## config.mk

```make
export PLATFORM = sky130hd
export DESIGN_NAME = button_conditioner
export DESIGN_NICKNAME = d
export VERILOG_FILES = /design/src/rtl/button_pkg.sv /design/src/rtl/button_channel.sv /design/src/rtl/button_conditioner.sv
export SDC_FILE = /design/constraint.sdc
export NUM_CORES = 1
export LEC_CHECK = 0
export CAP_MARGIN = 5
export CELL_PAD_IN_SITES_DETAIL_PLACEMENT = 1
export CELL_PAD_IN_SITES_GLOBAL_PLACEMENT = 2
export CORE_MARGIN = 10
export CORE_UTILIZATION = 43
export DETAILED_ROUTE_END_ITERATION = 16
export PLACE_DENSITY = 0.84
export RECOVER_POWER = 25
export SLEW_MARGIN = 15
export SYNTH_ARGS = -nofsm -noshare
export SYNTH_HDL_FRONTEND = slang
export SYNTH_SLANG_ARGS = --single-unit
```

## constraint.sdc

```tcl
create_clock -name clk -period 9.2 [get_ports clk]
set_input_delay 0.92 -clock clk [delete_from_list [all_inputs] [get_ports clk]]
set_output_delay 0.92 -clock clk [all_outputs]
set_load 0.02 [all_outputs]
```

## src/rtl/button_pkg.sv

```systemverilog
// Shared types and timing defaults for the push-button conditioning path.
package button_pkg;

  // Per-channel hold tracking state.
  typedef enum logic [1:0] {
    StIdle,
    StPressed,
    StHeld
  } btn_state_e;

  // Default timing at a 100 MHz system clock.
  localparam int unsigned DEBOUNCE_10MS_100MHZ = 1000000;
  localparam int unsigned LONG_500MS_100MHZ    = 50000000;
  localparam int unsigned REPEAT_100MS_100MHZ  = 10000000;

  // Counter width wide enough for the largest terminal count (max - 1).
  function automatic int unsigned CNT_W(input int unsigned deb_cycles,
                                        input int unsigned long_cycles,
                                        input int unsigned rep_cycles);
    int unsigned m;
    m = 2;
    if (deb_cycles > m) m = deb_cycles;
    if (long_cycles > m) m = long_cycles;
    if (rep_cycles > m) m = rep_cycles;
    return $clog2(m);
  endfunction

endpackage

```

## src/rtl/button_channel.sv

```systemverilog
// One button: 2-flop synchronizer, counting debouncer and press/hold FSM.
module button_channel
  import button_pkg::*;
#(
  parameter int unsigned DEBOUNCE_CYCLES   = DEBOUNCE_10MS_100MHZ,
  parameter int unsigned LONG_PRESS_CYCLES = LONG_500MS_100MHZ,
  parameter int unsigned REPEAT_CYCLES     = REPEAT_100MS_100MHZ
) (
  input  logic clk,
  input  logic reset,
  input  logic btn_raw,
  output logic btn_level,
  output logic press_pulse,
  output logic release_pulse,
  output logic long_press,
  output logic repeat_pulse
);

  localparam int unsigned W = CNT_W(DEBOUNCE_CYCLES, LONG_PRESS_CYCLES, REPEAT_CYCLES);

  localparam logic [W-1:0] DebLast  = W'(DEBOUNCE_CYCLES - 1);
  localparam logic [W-1:0] LongLast = W'(LONG_PRESS_CYCLES - 1);
  // Unused when repeat is disabled; kept in range to avoid underflow.
  localparam logic [W-1:0] RepLast  = (REPEAT_CYCLES > 0) ? W'(REPEAT_CYCLES - 1) : '0;

  logic sync1, sync2;

  logic         stable_q, stable_d;
  logic [W-1:0] deb_cnt_q, deb_cnt_d;
  logic         rise, fall;

  btn_state_e   state_q, state_d;
  logic [W-1:0] hold_cnt_q, hold_cnt_d;
  logic         press_d, release_d, long_d, repeat_d;

  // Bring the asynchronous pin into the clock domain; sync1 feeds nothing but sync2.
  always_ff @(posedge clk or posedge reset) begin
    if (reset) begin
      sync1 <= 1'b0;
      sync2 <= 1'b0;
    end else begin
      sync1 <= btn_raw;
      sync2 <= sync1;
    end
  end

  // Debounce: the level flips only after DEBOUNCE_CYCLES consecutive mismatches.
  always_comb begin
    deb_cnt_d = '0;
    stable_d  = stable_q;
    rise      = 1'b0;
    fall      = 1'b0;
    if (sync2 != stable_q) begin
      if (deb_cnt_q == DebLast) begin
        stable_d = sync2;
        rise     = sync2;
        fall     = ~sync2;
      end else begin
        deb_cnt_d = deb_cnt_q + 1'b1;
      end
    end
  end

  // Debounce state registers.
  always_ff @(posedge clk or posedge reset) begin
    if (reset) begin
      stable_q  <= 1'b0;
      deb_cnt_q <= '0;
    end else begin
      stable_q  <= stable_d;
      deb_cnt_q <= deb_cnt_d;
    end
  end

  // Press/hold FSM; a completing release overrides any long/repeat terminal count.
  always_comb begin
    state_d    = state_q;
    hold_cnt_d = hold_cnt_q;
    press_d    = 1'b0;
    release_d  = 1'b0;
    long_d     = 1'b0;
    repeat_d   = 1'b0;
    if (fall) begin
      release_d  = 1'b1;
      hold_cnt_d = '0;
      state_d    = StIdle;
    end else begin
      unique case (state_q)
        StIdle: begin
          if (rise) begin
            press_d    = 1'b1;
            hold_cnt_d = '0;
            state_d    = StPressed;
          end
        end
        StPressed: begin
          if (hold_cnt_q == LongLast) begin
            long_d     = 1'b1;
            hold_cnt_d = '0;
            state_d    = StHeld;
          end else begin
            hold_cnt_d = hold_cnt_q + 1'b1;
          end
        end
        StHeld: begin
          if (REPEAT_CYCLES > 0) begin
            if (hold_cnt_q == RepLast) begin
              repeat_d   = 1'b1;
              hold_cnt_d = '0;
            end else begin
              hold_cnt_d = hold_cnt_q + 1'b1;
            end
          end
        end
        default: begin
          hold_cnt_d = '0;
          state_d    = StIdle;
        end
      endcase
    end
  end

  // FSM state and registered pulse outputs.
  always_ff @(posedge clk or posedge reset) begin
    if (reset) begin
      state_q       <= StIdle;
      hold_cnt_q    <= '0;
      press_pulse   <= 1'b0;
      release_pulse <= 1'b0;
      long_press    <= 1'b0;
      repeat_pulse  <= 1'b0;
    end else begin
      state_q       <= state_d;
      hold_cnt_q    <= hold_cnt_d;
      press_pulse   <= press_d;
      release_pulse <= release_d;
      long_press    <= long_d;
      repeat_pulse  <= repeat_d;
    end
  end

  assign btn_level = stable_q;

endmodule

```

## src/rtl/button_conditioner.sv

```systemverilog
// Conditions N_BTN independent raw push-buttons into clean levels and event pulses.
module button_conditioner
  import button_pkg::*;
#(
  parameter int unsigned N_BTN             = 2,
  parameter int unsigned DEBOUNCE_CYCLES   = DEBOUNCE_10MS_100MHZ,
  parameter int unsigned LONG_PRESS_CYCLES = LONG_500MS_100MHZ,
  parameter int unsigned REPEAT_CYCLES     = REPEAT_100MS_100MHZ
) (
  input  logic             clk,
  input  logic             reset,
  input  logic [N_BTN-1:0] btn_raw,
  output logic [N_BTN-1:0] btn_level,
  output logic [N_BTN-1:0] press_pulse,
  output logic [N_BTN-1:0] release_pulse,
  output logic [N_BTN-1:0] long_press,
  output logic [N_BTN-1:0] repeat_pulse
);

  for (genvar i = 0; i < N_BTN; i++) begin : g_chan
    button_channel #(
      .DEBOUNCE_CYCLES  (DEBOUNCE_CYCLES),
      .LONG_PRESS_CYCLES(LONG_PRESS_CYCLES),
      .REPEAT_CYCLES    (REPEAT_CYCLES)
    ) u_chan (
      .clk          (clk),
      .reset        (reset),
      .btn_raw      (btn_raw[i]),
      .btn_level    (btn_level[i]),
      .press_pulse  (press_pulse[i]),
      .release_pulse(release_pulse[i]),
      .long_press   (long_press[i]),
      .repeat_pulse (repeat_pulse[i])
    );
  end

endmodule

```

==> flow_summary.ini <==
[run_status]
status = finished, violations left
violations = max-capacitance violations, max-slew violations

[setup_path]
r2r_cells = 6
reg2reg_from = g_chan[0].u_chan.deb_cnt_q[8]
end_kind = flop
crit_path_end = g_chan[0].u_chan.hold_cnt_q[7]
worstPathArrival_ns = 3.79
crit_chain = nor4b_1 > nand4_1 > o41ai_2 > o2111ai_2 > or4_1 > o221ai_1
critical_path_class = flop to flop
regToRegEndpoint = g_chan[0].u_chan.hold_cnt_q[7]
startpoint = g_chan[0].u_chan.deb_cnt_q[8]
cp_max_fo = 17
regToRegSetupSlack_ns = 5.74
cp.required_ns = 9.53
critPathSlowestCell = o41ai_2
cp_slowest_stage_delay_ns = 0.92
crit_path_start_kind = flop

[clock_tree]
ctsHoldBuffers = 0
ctsResizeCount = 0
cts_buffers = 17
cts_setup_buffers = 0
htree_num_levels = 4
clock_latency_ns = 0.42
cts_buffer_depth = 2
path_clk_slew_ns = 0.06
root_buffer = clkbuf_16
clock_sinks = 122
tritoncts = done

[drt]
routedWlPerCell_um = 17.85
first_pass_iters = 4
drc = 0
drtIter0Drc = 291
route.vias.total = 5274
drt_wl_total_mm = 16.27
via_per_inst = 5.789
ant_nets = 0

[synthesis]
async_flop_share_pct = 100.0
syn_area_per_cell_um2 = 9.339
ys_warn_count = 0
ys_seq_area_share_pct = 45.98
synthMuxAreaShare_pct = 0.3392
synth_top_area_share_pct = 45.98
synthTopCellsByCount = dfrtp_1 (122), nor2_1 (85), nand2_1 (75)
synth_compound_gate_area_share_pct = 9.064
ys_types = 59
yosysTopAreaCell = dfrtp_1
synthTopCellsByArea = dfrtp_1 (46%), nand3_1 (5.1%), nor2_1 (4.8%), xnor2_1 (4.7%), nand2_1 (4.2%)
synthFlopType = dfrtp_1
synth_fa_ha_area_share_pct = 2.638
netlist_instances = 711
synth_xor_area_share_pct = 7.123
synth_top_family_by_area = simple AND/OR/NAND/NOR gates
synth_simple_gate_area_share_pct = 30.36
synth.most_common_cell = dfrtp_1
syn_area_um2 = 6640
ys_ff_latch = 122
synth_edf_count = 0
syn-num-nets = 729

[final_layout]
fin_nets = 728
n_antenna_cell = 0
multiInputGateArea_um2 = 3288
fill_cells = 1699
syn_to_final_growth_pct = 11.59
seq_area_um2 = 3053
fin_cells = 911
drive_gt1_share_pct = 8.022

[grt]
antenna_found_initial = 0
grt_pass1_vias = 5685
grt_max_degree = 88
groute.usage.overall_pct = 16.98
grt_pass1_wl_mm = 28.42
overflow = 0

[place]
portBuffers = 13
gp_congestion = 0.8342
dp.cells = 879
dp_hpwl_mm = 11.00

[sta]
worstMarginPinSlew_ns = 1.587
rsz0062_at_grt = false
max_freq_ghz = 0.2891
finalHoldViolCount = 0
fin_crit_ns = 3.459
report.final.slew_viol_count = 37
fin_crit_sh_pct = 37.60
finalClockSkew_ns = 0.009559
setup_viol = 0
maxSlewHeadroom_pct = -6.371
final.setup.tns_ns = 0

[die]
die_area_um2 = 20810
fp.dieH_um = 144.3
design.core.area_um2 = 15150
num_io_pins = 14
die_w_um = 144.3
start_util_pct = 43.84
std_cell_rows = 45

[job]
maxCapViolCount = 1

[hold_path]
hold_path_class = flop to flop

[power_and_ir_drop]
powerDensity_nw_per_um2 = 167.1
ir_drop_mv = 0.1258
p_leak_nw = 2.993
-- state kept, by name, summed over array words and instances (netlist names) --
name                         flops
g_chan.u_chan.press_pulse        2
g_chan.u_chan.state_q            4
g_chan.u_chan.sync1              2
g_chan.u_chan.sync2              2
g_chan.u_chan.btn_level          2
g_chan.u_chan.repeat_pulse       2
g_chan.u_chan.long_press         2
g_chan.u_chan.release_pulse      2
g_chan.u_chan.hold_cnt_q        52
g_chan.u_chan.deb_cnt_q         52
-- cells in the final DEF (no fill, tap or decap), types with 5 or more instances in the layout --
cell	count
or4_1	5
or3_1	28
nand3_1	68
nor3_1	14
and3_1	14
nor4_1	12
or2_2	8
dfrtp_1	122
ha_1	14
o311ai_0	9
nand4_1	25
and4_1	11
a21oi_1	10
xnor2_1	36
o21ai_0	18
inv_1	25
xor2_1	18
clkdlybuf4s50_1	10
and2_1	5
nand3_2	6
nor4b_1	6
clkbuf_16	17
nand2b_1	6
clkbuf_8	5
nand2_1	75
o311ai_1	9
nor2_1	85
-- area by class of cell --
cell class / count / area share, %
clock inverters: 7 / 1.182
clock buffers: 25 / 6.822
repair buffers: 14 / 1.908
inverters: 26 / 1.334
flip-flops and latches: 122 / 41.20
well taps: 188 / 3.175
multi-input cells: 529 / 44.38
-- critical path, delay by kind of cell (launching register included) --
family	cells	cell delay, ns
flip-flops	1	0.42
AND/OR/NAND/NOR	3	1.29
AO/OA/AOI/OAI	3	1.65
-- cells by family after synthesis --
family | after synthesis
xor+xnor | 54
buf+inv | 60
simple gates | 383
fa+ha+maj | 14
flops | 122
compound gates | 76
mux | 2
-- routing by layer --
layer	vias to the layer above	share of wire (%)	track usage, %
li1	2543	-	-
met4	0	1.9	6.436
met3	24	2.2	3.673
met1	2664	46	20.81
met5	-	0	0
met2	43	49	28.62
-- how the worst min path moves through the flow --
stage,from,end,slack [ns],depth (start not counted)
CTS,g_chan[1].u_chan.sync1,g_chan[1].u_chan.sync2,0.35,0
global placement,g_chan[1].u_chan.sync1,g_chan[1].u_chan.sync2,0.33,0
finish,g_chan[1].u_chan.sync1,g_chan[1].u_chan.sync2,0.35,0
floorplan,g_chan[0].u_chan.sync1,g_chan[0].u_chan.sync2,0.33,0
global route,g_chan[1].u_chan.sync1,g_chan[1].u_chan.sync2,0.38,0
detailed placement,g_chan[1].u_chan.sync1,g_chan[1].u_chan.sync2,0.34,0
-- per-stage QoR --
stage	cell area, um2	total power (W)	hold slack [ns]	utilization [%]	setup slack [ns]
2_1_floorplan	6640	0.0005673	0.3312	-	5.037
3_3_place_gp	6814	0.0005735	0.3350	44.99	5.830
3_5_place_dp	6814	0.0005746	0.3403	44.99	5.666
4_1_cts	7407	0.001253	0.3527	48.91	5.673
5_1_grt	7410	0.001285	0.3761	48.92	5.325
6_report	7410	0.001238	0.3486	48.92	5.741
-- report_power, final --
part	total [W]	internal, W	leakage, nW	switching [W]
combinational	0.0000211	0.00000423	1.01	0.0000168
clock	0.000674	0.000433	0.293	0.000241
sequential	0.000543	0.000540	1.69	0.00000262
(Power assumes the default switching activity.)
